<file path="src/rtl/vc_input_buffer.sv">
// vc_input_buffer
//   Per-input-port virtual-channel flit buffer. Each VC has its own circular FIFO and a
//   downstream credit counter. The buffer offers a request per VC to the allocation
//   arbiter. On a valid one-hot grant it pops that VC, emits the head flit one cycle later,
//   and returns one credit upstream.
//
//   Optional build macro: VCBUF_ERR_CHECK_EN
//     When it is defined, overflow_err_o becomes a sticky flag. It is set by any of:
//       - a write to a full VC,
//       - a credit return to a VC whose counter is already at its maximum,
//       - a nonzero grant with more than one bit set.
//     When it is undefined, overflow_err_o is tied low. Data-path behaviour is the same
//     in both builds.
//
// Ports
//   clk, rst        clock, asynchronous active-high reset
//   valid_i         incoming flit valid
//   flit_i          incoming flit
//   vc_id_i         target VC of the incoming flit
//   requests_o      per-VC request (the VC holds a flit and has a credit)
//   grants_i        one-hot grant from the arbiter
//   valid_o         outgoing flit valid (one-cycle pulse)
//   flit_o          outgoing flit (holds its value when valid_o is low)
//   vc_id_o         VC of the outgoing flit
//   credit_valid_i  downstream returned one credit
//   credit_vc_i     VC of the returned credit
//   credit_valid_o  one slot freed, credit sent upstream
//   credit_vc_o     VC of the freed slot
//   full_o          per-VC FIFO full
//   overflow_err_o  sticky error flag

module vc_input_buffer #(
  parameter int unsigned VC_NUM       = 4,
  parameter int unsigned BUFFER_DEPTH = 4,
  parameter int unsigned FLIT_WIDTH   = 32,
  parameter int unsigned CREDIT_NUM   = 4,
  localparam int unsigned VcW         = (VC_NUM > 1) ? $clog2(VC_NUM) : 1
) (
  input  logic                  clk,
  input  logic                  rst,
  input  logic                  valid_i,
  input  logic [FLIT_WIDTH-1:0] flit_i,
  input  logic [VcW-1:0]        vc_id_i,
  output logic [VC_NUM-1:0]     requests_o,
  input  logic [VC_NUM-1:0]     grants_i,
  output logic                  valid_o,
  output logic [FLIT_WIDTH-1:0] flit_o,
  output logic [VcW-1:0]        vc_id_o,
  input  logic                  credit_valid_i,
  input  logic [VcW-1:0]        credit_vc_i,
  output logic                  credit_valid_o,
  output logic [VcW-1:0]        credit_vc_o,
  output logic [VC_NUM-1:0]     full_o,
  output logic                  overflow_err_o
);

  localparam int unsigned PtrW  = $clog2(BUFFER_DEPTH);
  localparam int unsigned OccW  = PtrW + 1;
  localparam int unsigned CredW = $clog2(CREDIT_NUM + 1);
  localparam logic [OccW-1:0]  OccFull = OccW'(BUFFER_DEPTH);
  localparam logic [CredW-1:0] CredMax = CredW'(CREDIT_NUM);

  logic [FLIT_WIDTH-1:0] mem_q [VC_NUM][BUFFER_DEPTH];

  logic [PtrW-1:0]  wr_ptr_q [VC_NUM];
  logic [PtrW-1:0]  wr_ptr_d [VC_NUM];
  logic [PtrW-1:0]  rd_ptr_q [VC_NUM];
  logic [PtrW-1:0]  rd_ptr_d [VC_NUM];
  logic [OccW-1:0]  occ_q    [VC_NUM];
  logic [OccW-1:0]  occ_d    [VC_NUM];
  logic [CredW-1:0] credit_q [VC_NUM];
  logic [CredW-1:0] credit_d [VC_NUM];

  logic [VC_NUM-1:0] wr_en;
  logic [VC_NUM-1:0] pop_en;
  logic [VC_NUM-1:0] cred_in;
  logic              grant_onehot;
  logic              pop_any;
  logic [VcW-1:0]    pop_vc;

  logic                  valid_q;
  logic [FLIT_WIDTH-1:0] flit_q;
  logic [VcW-1:0]        vc_id_q;
  logic                  credit_valid_q;
  logic [VcW-1:0]        credit_vc_q;

  // Requests and full flags come only from registered state. A flit written in a cycle
  // cannot request until the next cycle.
  always_comb begin
    requests_o = '0;
    full_o     = '0;
    for (int v = 0; v < VC_NUM; v++) begin
      requests_o[v] = (occ_q[v] != '0) && (credit_q[v] != '0);
      full_o[v]     = (occ_q[v] == OccFull);
    end
  end

  // A grant with more than one bit set causes no pop.
  assign grant_onehot = ($countones(grants_i) == 1);
  assign pop_en       = grant_onehot ? (grants_i & requests_o) : '0;
  assign pop_any      = |pop_en;

  always_comb begin
    pop_vc = '0;
    for (int v = 0; v < VC_NUM; v++) begin
      if (pop_en[v]) pop_vc = VcW'(v);
    end
  end

  always_comb begin
    for (int v = 0; v < VC_NUM; v++) begin
      // The full check uses the pre-pop state, so a full VC rejects a write even when it
      // is popped in the same cycle.
      wr_en[v]    = valid_i && (vc_id_i == VcW'(v)) && !full_o[v];
      cred_in[v]  = credit_valid_i && (credit_vc_i == VcW'(v));
      wr_ptr_d[v] = wr_en[v]  ? wr_ptr_q[v] + PtrW'(1) : wr_ptr_q[v];
      rd_ptr_d[v] = pop_en[v] ? rd_ptr_q[v] + PtrW'(1) : rd_ptr_q[v];

      occ_d[v] = occ_q[v];
      if (wr_en[v] && !pop_en[v]) begin
        occ_d[v] = occ_q[v] + OccW'(1);
      end else if (!wr_en[v] && pop_en[v]) begin
        occ_d[v] = occ_q[v] - OccW'(1);
      end

      // A pop needs a nonzero credit, so the decrement cannot underflow.
      credit_d[v] = credit_q[v];
      if (pop_en[v] && !cred_in[v]) begin
        credit_d[v] = credit_q[v] - CredW'(1);
      end else if (cred_in[v] && !pop_en[v] && (credit_q[v] != CredMax)) begin
        credit_d[v] = credit_q[v] + CredW'(1);
      end
    end
  end

  always_ff @(posedge clk or posedge rst) begin
    if (rst) begin
      for (int v = 0; v < VC_NUM; v++) begin
        wr_ptr_q[v] <= '0;
        rd_ptr_q[v] <= '0;
        occ_q[v]    <= '0;
        credit_q[v] <= CredMax;
      end
    end else begin
      for (int v = 0; v < VC_NUM; v++) begin
        wr_ptr_q[v] <= wr_ptr_d[v];
        rd_ptr_q[v] <= rd_ptr_d[v];
        occ_q[v]    <= occ_d[v];
        credit_q[v] <= credit_d[v];
      end
    end
  end

  // Flit storage needs no reset: the pointers and occupancy counts decide validity.
  always_ff @(posedge clk) begin
    for (int v = 0; v < VC_NUM; v++) begin
      if (wr_en[v]) mem_q[v][wr_ptr_q[v]] <= flit_i;
    end
  end

  always_ff @(posedge clk or posedge rst) begin
    if (rst) begin
      valid_q        <= 1'b0;
      flit_q         <= '0;
      vc_id_q        <= '0;
      credit_valid_q <= 1'b0;
      credit_vc_q    <= '0;
    end else begin
      valid_q        <= pop_any;
      credit_valid_q <= pop_any;
      if (pop_any) begin
        flit_q      <= mem_q[pop_vc][rd_ptr_q[pop_vc]];
        vc_id_q     <= pop_vc;
        credit_vc_q <= pop_vc;
      end
    end
  end

  assign valid_o        = valid_q;
  assign flit_o         = flit_q;
  assign vc_id_o        = vc_id_q;
  assign credit_valid_o = credit_valid_q;
  assign credit_vc_o    = credit_vc_q;

`ifdef VCBUF_ERR_CHECK_EN
  logic err_q;
  logic err_d;

  always_comb begin
    err_d = err_q;
    if (valid_i && full_o[vc_id_i]) err_d = 1'b1;
    if (credit_valid_i && (credit_q[credit_vc_i] == CredMax)) err_d = 1'b1;
    if ($countones(grants_i) > 1) err_d = 1'b1;
  end

  always_ff @(posedge clk or posedge rst) begin
    if (rst) err_q <= 1'b0;
    else     err_q <= err_d;
  end

  assign overflow_err_o = err_q;
`else
  assign overflow_err_o = 1'b0;
`endif

endmodule

</file>
<file path="config.mk">
export PLATFORM = sky130hd
export DESIGN_NAME = vc_input_buffer
export DESIGN_NICKNAME = d
export VERILOG_FILES = /design/src/rtl/vc_input_buffer.sv
export SDC_FILE = /design/constraint.sdc
export NUM_CORES = 1
export LEC_CHECK = 0
export BUFFER_PORTS_ARGS = -buffer_cell sky130_fd_sc_hd__buf_2
export CORE_UTILIZATION = 50
export CTS_BUF_LIST = sky130_fd_sc_hd__clkbuf_2
export DETAILED_ROUTE_END_ITERATION = 10
export PLACE_DENSITY = 0.63
export REMOVE_ABC_BUFFERS = 1
export SLEW_MARGIN = 20
export SYNTH_ARGS = -nofsm -noshare
export SYNTH_HDL_FRONTEND = slang
export SYNTH_SLANG_ARGS = --single-unit
</file>
<file path="constraint.sdc">
create_clock -name clk -period 2.9 [get_ports clk]
set_input_delay 0.725 -clock clk [delete_from_list [all_inputs] [get_ports clk]]
set_output_delay 0.725 -clock clk [all_outputs]
set_load 0.03 [all_outputs]
</file>
==> results of run 1 <==
area by class of cell:
class                      count  area, um2
clock inverter                30        221
sequential                   587      17300
fill                        3528      18100
multi-input combinational    765       5290
inverter                      37        145
timing repair buffer         268       2540
clock buffer                 225       1130
tap                          600        751
antenna                        2       5.00
power breakdown:
| group | internal [mW] | leakage [nW] | switching [mW] |
|---|---|---|---|
| clock | 2.39 | 1.05 | 3.21 |
| sequential | 10.2 | 5.52 | 0.534 |
| combinational | 2.87 | 3.50 | 4.48 |
| total | 15.4 | 10.1 | 8.22 |
sequential cells by signal (all words and copies together), names as in the netlist:
| name | cells |
|---|---|
| mem_q | 512 |
| credit_q | 12 |
| rd_ptr_q | 8 |
| occ_q | 12 |
| flit_o | 32 |
| credit_valid_o | 1 |
| credit_vc_o | 2 |
| wr_ptr_q | 8 |
cells by family after synthesis:
logic type | share of synthesized area, %
simple gates | 4.82
fa+ha+maj | 1.97
flops | 74.6
mux | 1.58
xor+xnor | 0.909
buf+inv | 3.12
compound gates | 13.0
other cells | 0.0162
worst paths after layout:
| kind | end | slack, ns | from | cells past startpoint |
|---|---|---|---|---|
| setup reg to reg | credit_q[10]$_DFFE_PP0P_ | 0.29 | credit_q[11]$_DFFE_PP1P_ | 9 |
| max in group asynchronous | occ_q[10]$_DFFE_PP0P_ | 1.48 | rst | 5 |
| hold / removal | credit_q[2]$_DFFE_PP1P_ | 0.22 | grants_i[3] | 5 |
| min in group asynchronous | flit_o[0]$_DFFE_PP0P_ | 0.58 | rst | 4 |
| setup / recovery | requests_o[2] | -0.17 | credit_q[5]$_DFFE_PP1P_ | 3 |
| hold reg to reg | rd_ptr_q[7]$_DFFE_PP0P_ | 0.48 | rd_ptr_q[7]$_DFFE_PP0P_ | 1 |
layer usage:
layer | up-vias | global-route usage [%] | wire (um)
met2 | 633 | 42.4 | 29300
met1 | 7561 | 34.8 | 24900
met5 | - | 0 | 0
li1 | 6597 | - | -
met4 | 0 | 11.9 | 1700
met3 | 125 | 5.97 | 4470
tightest hold or removal path, stage by stage:
cell,delay [ns]
buf_2,0.10
and4_1,0.27
buf_4,0.20
o31a_1,0.13
o21ai_0,0.07
repair_timing:
action	4_1_cts	5_1_grt
hold buffers	46	0
setup endpoints to repair	8	9
pin swaps	10	7
resized for setup	27	10
setup buffers	22	4
endpoints found under the hold margin	609	0
Yosys cell counts (8+ instances only):
cell type,number,area (um2)
a21oi_1,44,220
a221oi_1,64,561
a31oi_1,32,200
and2_1,20,125
buf_2,41,205
buf_4,16,120
buf_6,13,146
clkbuf_1,24,90.1
dfrtp_1,71,1780
edfxtp_1,512,15400
fa_1,9,180
ha_1,22,275
inv_1,33,124
mux2i_1,32,320
nand2_1,125,469
nor2_1,51,191
o211ai_1,62,465
o21ai_0,19,95.1
o21bai_1,32,240
o22ai_1,158,988
xnor2_1,16,140
xor2_1,8,70.1
==> out/results.ini, run 1 <==
[critical_path]
max_stage_delay_ns = 0.39
worst-path-buf-inv = 1
end_kind = output port
cp_slowest_cell = dfstp_2
critPathKind = reg -> out
cp.required_ns = 2.17
start_kind = register
critPathTopFamily = simple AND/OR/NAND/NOR gates
cp.arrival_ns = 2.34
crit_path_max_fanout = 2
path_cells = or3_4 -> and2_4 -> buf_6

[placed_design]
post-place-ws_ns = -1.02
dp_hpwl_um = 31900
dpl_cell_area_um2 = 25200
dpl.cell_count = 2186
port_buffers = 89
gp_congestion = 0.783

[final_layout]
final_util_pct = 60.1
final_cell_area_um2 = 27300
fin_nets = 1879
drive_above_1_share_pct = 27.7
layout_commonest_cell = edfxtp_1
fin_cells = 2514
syn_to_final_growth_pct = 18.3
final_cell_mix = 512 x edfxtp_1, 225 x clkbuf_2, 158 x o22ai_1, 122 x nand2_1, 87 x buf_4

[power]
powerDensity_nw_per_um2 = 864
power.total_mw = 23.6
leakage_nw = 10.1
ir_drop_mv = 0.476

[timing]
fin_crit_sh_pct = 106
rsz0062_at_grt = true
hold_viol_final = 0
finClkSkew_ns = 0.0679
fin_ws_ns = -0.167
relSlewSlack_pct = 42.1
final-setup-viol-count = 4
hold_ws_ns = 0.224
drv_slew = 0
tightest_slew_ns = 0.869
tns_ns = -0.509
fmax_mhz = 326
post-route-min-period_ns = 3.07

[global_route]
grt_pass1_wl_um = 90700
grt_overflow = 0
grt_pass1_vias = 15100
grt_usage_pct = 26.5
grt_start_max_net_pins = 48
antenna_found_initial = 2

[die]
die_h_um = 217
num_rows = 78
core_region_area_um2 = 45500
start_util_pct = 50.8
ios = 91
die_w_um = 217
fp.dieArea_um2 = 47100

[route]
num_vias = 14900
final_antenna_net_count = 0
wl_per_cell_um = 24.0
first_pass_iters = 6
routed_wl_um = 60400
drt_iter0_markers = 1371
drcViolationCount = 0
vias_per_cell = 5.93

[cts]
cts_buffer_depth = 3
clk_pin_slew_ns = 0.10
insertion_delay_ns = 1.31
cts_sinks = 587
cts_buffers = 145
cts_tree = done
clock-root-buffer = clkbuf_2
cts.htree.levels = 4

[job]
cap_violations = 0

[yosys]
syn_area_per_cell_um2 = 15.5
synth.yosys.warnings = 0
synth_top_flop_cell = edfxtp_1
yosysUniqueCellTypes = 68
synth-edff-count = 512
async_reset_ff_share_pct = 12.8
synth_area_um2 = 23100
ys_seq_area_share_pct = 74.6
ys_ff_latch = 587
syn-instance-count = 1487

[status]
failed_checks = negative setup slack
status = finished with violations

[hold_path]
hold_class = in -> reg

No activity file was read; power rests on OpenSTA's default activity.
==> inputs of run 2 (changes only) <==
Settings changed: MAX_ROUTING_LAYER set to met4.
==> out/results.ini, run 2 (synthesized netlist as in run 1, its figures left out) <==
[status]
status = finished with violations  ; unchanged
failed_checks = negative setup slack  ; unchanged

[global_route]
grt_start_max_net_pins = 48  ; unchanged
grt_overflow = 0  ; unchanged
antenna_found_initial = 2  ; unchanged
grt_usage_pct = 27.3  ; was 26.5%
grt_pass1_wl_um = 90700  ; about the same
grt_pass1_vias = 15100  ; about the same

[critical_path]
cp.arrival_ns = 2.36  ; was 2.34 ns
end_kind = output port  ; unchanged
start_kind = register  ; unchanged
cp.required_ns = 2.17  ; about the same
crit_path_max_fanout = 2  ; unchanged
critPathKind = reg -> out  ; unchanged

[power]
leakage_nw = 10.1  ; unchanged
power.total_mw = 23.6  ; about the same
powerDensity_nw_per_um2 = 864  ; about the same
ir_drop_mv = 0.476  ; about the same

[timing]
drv_slew = 0  ; unchanged
fmax_mhz = 324  ; was 326 MHz
fin_crit_sh_pct = 106  ; about the same
tns_ns = -0.579  ; was -0.509 ns
post-route-min-period_ns = 3.08  ; was 3.07 ns
tightest_slew_ns = 0.885  ; was 0.869 ns
fin_ws_ns = -0.182  ; was -0.167 ns
finClkSkew_ns = 0.0741  ; was 0.0679 ns
relSlewSlack_pct = 41.0  ; was 42.1%
hold_viol_final = 0  ; unchanged
final-setup-viol-count = 5  ; was 4
hold_ws_ns = 0.208  ; was 0.224 ns
rsz0062_at_grt = true  ; unchanged

[placed_design]
gp_congestion = 0.795  ; was 0.783
port_buffers = 89  ; unchanged
dp_hpwl_um = 31900  ; unchanged
dpl_cell_area_um2 = 25200  ; unchanged
post-place-ws_ns = -1.02  ; unchanged
dpl.cell_count = 2186  ; unchanged

[final_layout]
fillers = 3528  ; unchanged
largest_register_ffs = 512  ; unchanged
multi_input_area_um2 = 5290  ; unchanged
final_cell_area_um2 = 27300  ; unchanged
fin_nets = 1879  ; unchanged
layout_commonest_cell = edfxtp_1  ; unchanged
seqCellArea_um2 = 17300  ; unchanged
fin_cells = 2514  ; unchanged
drive_above_1_share_pct = 27.7  ; unchanged
syn_to_final_growth_pct = 18.3  ; unchanged
final_util_pct = 60.1  ; unchanged
final_cell_mix = 512 x edfxtp_1, 225 x clkbuf_2, 158 x o22ai_1, 122 x nand2_1, 87 x buf_4  ; unchanged

[cts]
cts_tree = done  ; unchanged
insertion_delay_ns = 1.32  ; was 1.31 ns
cts_sinks = 587  ; unchanged
cts_buffers = 145  ; unchanged
clock-root-buffer = clkbuf_2  ; unchanged
cts.htree.levels = 4  ; unchanged
clk_pin_slew_ns = 0.10  ; about the same
cts_buffer_depth = 3  ; unchanged

[die]
die_h_um = 217  ; unchanged
fp.dieArea_um2 = 47100  ; unchanged
ios = 91  ; unchanged
core_region_area_um2 = 45500  ; unchanged
num_rows = 78  ; unchanged
die_w_um = 217  ; unchanged
start_util_pct = 50.8  ; unchanged

[job]
cap_violations = 0  ; unchanged

[route]
final_antenna_net_count = 0  ; unchanged
drcViolationCount = 0  ; unchanged
drt_iter0_markers = 1435  ; was 1,371
wl_per_cell_um = 24.0  ; about the same
routed_wl_um = 60400  ; about the same
first_pass_iters = 8  ; was 6
num_vias = 15000  ; was 14,900
vias_per_cell = 5.95  ; was 5.93

[hold_path]
hold_class = in -> reg  ; unchanged

-- run 2: cell counts in the layout (fill, tap and decap cells not counted) --
No cell type changed its count.
-- run 2: worst max-delay path: stages, from the launching register on --
cell and delay [ns]:
dfstp_2 0.39, or3_4 0.38, and2_4 0.17, buf_6 0.13
-- run 2: what timing repair did --
| item | in CTS | in global routing |
|---|---|---|
| buffers inserted | 22 | 4 |
| endpoints found under the setup margin | 8 | 9 |
| gates resized for setup | 27 | 10 |
| hold endpoints to repair | 609 | 0 |
| pin swaps | 10 | 7 |
| hold buffers | 46 | 0 |
-- run 2: where the power goes --
| part | internal, mW | switching, mW |
|---|---|---|
| combinational | 2.87 | 4.48 |
| clock | 2.39 | 3.21 |
| sequential | 10.2 | 0.533 |
| total | 15.4 | 8.22 |
-- run 2: layout make-up --
type                            count  share of cell area, %
Antenna cell                        2                 0.0183
Clock buffer                      225                   4.12
Tap cell                          600                   2.75
Inverter                           37                  0.531
Timing Repair Buffer              268                   9.29
Multi-Input combinational cell    765                   19.4
Clock inverter                     30                  0.810
Sequential cell                   587                   63.1
-- run 2: path summary, 6_finish.rpt --
kind | cells after the start | end | slack (ns) | startpoint
setup reg to reg | 9 | credit_q[10]$_DFFE_PP0P_ | 0.27 | credit_q[11]$_DFFE_PP1P_
hold / removal | 5 | credit_q[2]$_DFFE_PP1P_ | 0.21 | grants_i[3]
hold reg to reg | 1 | rd_ptr_q[7]$_DFFE_PP0P_ | 0.48 | rd_ptr_q[7]$_DFFE_PP0P_
max in group asynchronous | 5 | occ_q[10]$_DFFE_PP0P_ | 1.49 | rst
setup / recovery | 3 | requests_o[2] | -0.18 | credit_q[5]$_DFFE_PP1P_
min in group asynchronous | 4 | flit_o[0]$_DFFE_PP0P_ | 0.58 | rst
-- run 2: routing by layer --
layer,vias to the layer above,GRT usage [%],routed length [um]
met5,-,-,0
met4,0,11.7,1660
met3,129,5.94,4800
met2,671,42.4,29500
met1,7557,34.9,24400
li1,6597,-,-
==> inputs of run 3 (changes only) <==
--- a/config.mk
+++ b/config.mk
@@ -7,2 +7,3 @@
 export LEC_CHECK = 0
+export ABC_AREA = 1
 export BUFFER_PORTS_ARGS = -buffer_cell sky130_fd_sc_hd__buf_2
@@ -12,3 +13,3 @@
 export MAX_ROUTING_LAYER = met4
-export PLACE_DENSITY = 0.63
+export PLACE_DENSITY = 0.62
 export REMOVE_ABC_BUFFERS = 1
--- a/constraint.sdc
+++ b/constraint.sdc
@@ -3,2 +3,2 @@
 set_output_delay 0.725 -clock clk [all_outputs]
-set_load 0.03 [all_outputs]
+set_load 0.1 [all_outputs]
==> out/results.ini, run 3 <==
[status]
status = finished with violations  ; unchanged
failed_checks = design-rule violations, negative setup slack  ; was negative setup slack

[power]
powerDensity_nw_per_um2 = 902  ; was 864 nW/um2
leakage_nw = 15.2  ; was 10.1 nW
ir_drop_mv = 0.499  ; was 0.476 mV

[route]
first_pass_iters = 10  ; was 8
routed_wl_um = 71700  ; was 60,400 um
drt_iter0_markers = 1434  ; was 1,435
vias_per_cell = 5.04  ; was 5.95
num_vias = 19800  ; was 15,000
final_antenna_net_count = 0  ; unchanged
drcViolationCount = 2  ; was 0
wl_per_cell_um = 18.2  ; was 24.0 um

[timing]
drv_slew = 0  ; unchanged
hold_viol_final = 0  ; unchanged
fmax_mhz = 323  ; was 324 MHz
post-route-min-period_ns = 3.10  ; was 3.08 ns
tns_ns = -1.15  ; was -0.579 ns
fin_ws_ns = -0.201  ; was -0.182 ns
final-setup-viol-count = 8  ; was 5
tightest_slew_ns = 0.946  ; was 0.885 ns
fin_crit_sh_pct = 107  ; was 106%
relSlewSlack_pct = 36.9  ; was 41.0%
finClkSkew_ns = 0.0671  ; was 0.0741 ns
rsz0062_at_grt = true  ; unchanged

[critical_path]
critPathKind = reg -> out  ; unchanged
cp_num_cells = 5  ; was 3
critPathTopFamily = flip-flops  ; was simple AND/OR/NAND/NOR gates
cp.required_ns = 2.17  ; about the same
end_kind = output port  ; unchanged
ff2ff_path_depth = 8  ; was 9
reg2reg_setup_slack_ns = 0.17  ; was 0.27 ns
path_cells = inv_1 -> nand2_2 -> o22ai_4 -> inv_2 -> buf_12  ; was or3_4 -> and2_4 -> buf_6
cp_slowest_cell = dfrtp_1  ; was dfstp_2
timing.rr.end = mem_q[0][2]$_DFFE_PP_  ; was credit_q[10]$_DFFE_PP0P_
start_kind = register  ; unchanged
max_stage_delay_ns = 0.41  ; was 0.39 ns
crit_path_max_fanout = 2  ; unchanged
worstReg2RegStart = occ_q[11]$_DFFE_PP0P_  ; was credit_q[11]$_DFFE_PP1P_
worst-path-buf-inv = 3  ; was 1
cp.arrival_ns = 2.38  ; was 2.36 ns

[cts]
clk_pin_slew_ns = 0.09  ; was 0.10 ns
cts_sinks = 587  ; unchanged
cts.htree.levels = 4  ; unchanged
cts_buffers = 153  ; was 145
clock-root-buffer = clkbuf_2  ; unchanged
cts_buffer_depth = 3  ; unchanged
insertion_delay_ns = 1.36  ; was 1.32 ns
cts_tree = done  ; unchanged

[yosys]
syn-instance-count = 2785  ; was 1,487
synth_top_flop_cell = edfxtp_1  ; unchanged
synth_compound_area_share_pct = 2.78  ; was 13.0%
ys_top_cells_by_area = edfxtp_1 57%, nand2_1 13%, inv_1 8.1%, dfrtp_1 6.6%, nand3_1 5.1%  ; was edfxtp_1 67%, dfrtp_1 7.7%, o22ai_1 4.3%, a221oi_1 2.4%, nand2_1 2.0%
ys_seq_area_share_pct = 64.2  ; was 74.6%
yosys.area_share.adder_pct = 1.69  ; was 1.97%
async_reset_ff_share_pct = 12.8  ; unchanged
netlist.area_leader.share_pct = 57.2  ; was 66.5%
synth-edff-count = 512  ; unchanged
synth_xor_area_share_pct = 0.847  ; was 0.909%
synth_top_family_by_area = simple AND/OR/NAND/NOR gates  ; was compound AO/OA/AOI/OAI gates
ys_ff_latch = 587  ; unchanged
yosysUniqueCellTypes = 36  ; was 68
syn_area_per_cell_um2 = 9.65  ; was 15.5 um2
synth_simple_gate_area_share_pct = 19.4  ; was 4.82%
synthTopCellsByCount = 934 x nand2_1, 582 x inv_1, 512 x edfxtp_1  ; was 512 x edfxtp_1, 158 x o22ai_1, 125 x nand2_1
yosysTopAreaCell = edfxtp_1  ; unchanged
synthMuxAreaShare_pct = 0.209  ; was 1.58%
synth_area_um2 = 26900  ; was 23,100 um2
yosysMostFrequentCell = nand2_1  ; was edfxtp_1
synth.yosys.warnings = 0  ; unchanged

[final_layout]
final_cell_area_um2 = 32200  ; was 27,300 um2
largest_register_ffs = 512  ; unchanged
syn_to_final_growth_pct = 19.7  ; was 18.3%
final_cell_mix = 926 x nand2_1, 574 x inv_1, 512 x edfxtp_1, 268 x nand3_1, 245 x clkbuf_2  ; was 512 x edfxtp_1, 225 x clkbuf_2, 158 x o22ai_1, 122 x nand2_1, 87 x buf_4
fin_nets = 3189  ; was 1,879
drive_above_1_share_pct = 18.5  ; was 27.7%
layout_commonest_cell = nand2_1  ; was edfxtp_1

[job]
cap_violations = 0  ; unchanged

[die]
die_h_um = 234  ; was 217 um
ios = 91  ; unchanged
core_region_area_um2 = 52900  ; was 45,500 um2
start_util_pct = 50.9  ; was 50.8%
fp.dieArea_um2 = 54700  ; was 47,100 um2
num_rows = 84  ; was 78
die_w_um = 234  ; was 217 um

[global_route]
antenna_found_initial = 3  ; was 2
grt_pass1_vias = 19400  ; was 15,100
grt_pass1_wl_um = 108000  ; was 90,700 um
grt_usage_pct = 27.5  ; was 27.3%
grt_overflow = 0  ; unchanged
grt_start_max_net_pins = 54  ; was 48

[hold_path]
holdCritStartpoint = grants_i[1]  ; was grants_i[3]
hold_class = in -> reg  ; unchanged
hold_end = rd_ptr_q[5]$_DFFE_PP0P_  ; was credit_q[2]$_DFFE_PP1P_
worstHoldPathCells = 7  ; was 5

[placed_design]
dpl_cell_area_um2 = 29400  ; was 25,200 um2
gp_congestion = 0.825  ; was 0.795
dp_hpwl_um = 39800  ; was 31,900 um
port_buffers = 89  ; unchanged

==> run 3: cell count changes after synthesis, moves of 64 or more <==
cell / before / now
nand2_1: 125 / 934
inv_1: 33 / 582
nand3_1: 6 / 272
o22ai_1: 158 / 1
o21ai_0: 19 / 136
a221oi_1: 64 / 0
==> run 3: timing repair <==
action                                  in CTS  in global routing
endpoints found under the setup margin      46                 33
gates resized for setup                    141                 34
hold buffers                                47                  0
hold endpoints to repair                   620                  0
gates cloned                                 0                  8
pin swaps                                    7                  9
buffers inserted                            15                  6
==> run 3: cell type report <==
type	count	area, um2
fillers	4421	20700
well taps	688	861
inverters	592	2230
flip-flops and latches	587	17300
repair buffers	300	3400
multi-input cells	1480	6980
clock inverters	33	206
diodes	6	15.0
clock buffers	245	1230
==> run 3: metrics by stage <==
stage	setup slack (ns)	std cells	total power, mW	hold slack, ns	util [%]
5_1_grt	-0.418	3931	30.8	0.0634	60.9
2_1_floorplan	-3.97	2658	17.6	0.442	-
6_report	-0.201	3931	29.0	0.205	60.9
4_1_cts	-0.372	3911	28.6	0.0399	60.2
3_3_place_gp	-0.723	3571	21.5	0.454	55.5
3_5_place_dp	-0.755	3571	21.7	0.470	55.5
==> run 3: kinds of logic (layout without fill, tap and decap cells) <==
kind of cell | after synthesis | after routing
multiplexers | 5 | 5
AO/OA/AOI/OAI | 148 | 148
adder cells (fa/ha/maj) | 31 | 31
XOR/XNOR | 26 | 26
buffers and inverters | 719 | 1170
flip-flops | 587 | 587
AND/OR/NAND/NOR | 1268 | 1269
other | 1 | 7
==> run 3: worst max-delay path by stage <==
| stage | to | startpoint | slack (ns) |
|---|---|---|---|
| after floorplan | flit_o[0]$_DFFE_PP0P_ | grants_i[0] | -3.97 |
| after global placement | flit_o[15]$_DFFE_PP0P_ | grants_i[0] | -0.72 |
| after detailed placement | flit_o[15]$_DFFE_PP0P_ | grants_i[0] | -0.75 |
| after CTS | requests_o[0] | occ_q[9]$_DFFE_PP0P_ | -0.37 |
| after global routing | requests_o[3] | credit_q[2]$_DFFE_PP1P_ | -0.42 |
| final | requests_o[0] | credit_q[9]$_DFFE_PP0P_ | -0.20 |
==> run 3: power breakdown <==
| part | switching (mW) | internal (mW) | total [mW] |
|---|---|---|---|
| combinational | 8.10 | 4.34 | 12.4 |
| sequential | 0.591 | 10.1 | 10.7 |
| clock | 3.40 | 2.48 | 5.88 |
| total | 12.1 | 17.0 | 29.0 |
==> run 3: routing by layer <==
| metal | part of all wire, % | GRT usage [%] |
|---|---|---|
| met4 | 2.2 | 9.88 |
| met3 | 7.1 | 5.89 |
| met2 | 49 | 44.3 |
| met5 | 0 | - |
| met1 | 41 | 34.2 |
==> run 3: worst register-to-register path, delay by kind of cell (launching register included) <==
kind | cells | cell delay (ns)
and+or+nand+nor | 3 | 0.54
buffers and inverters | 5 | 1.39
DFF | 1 | 0.42
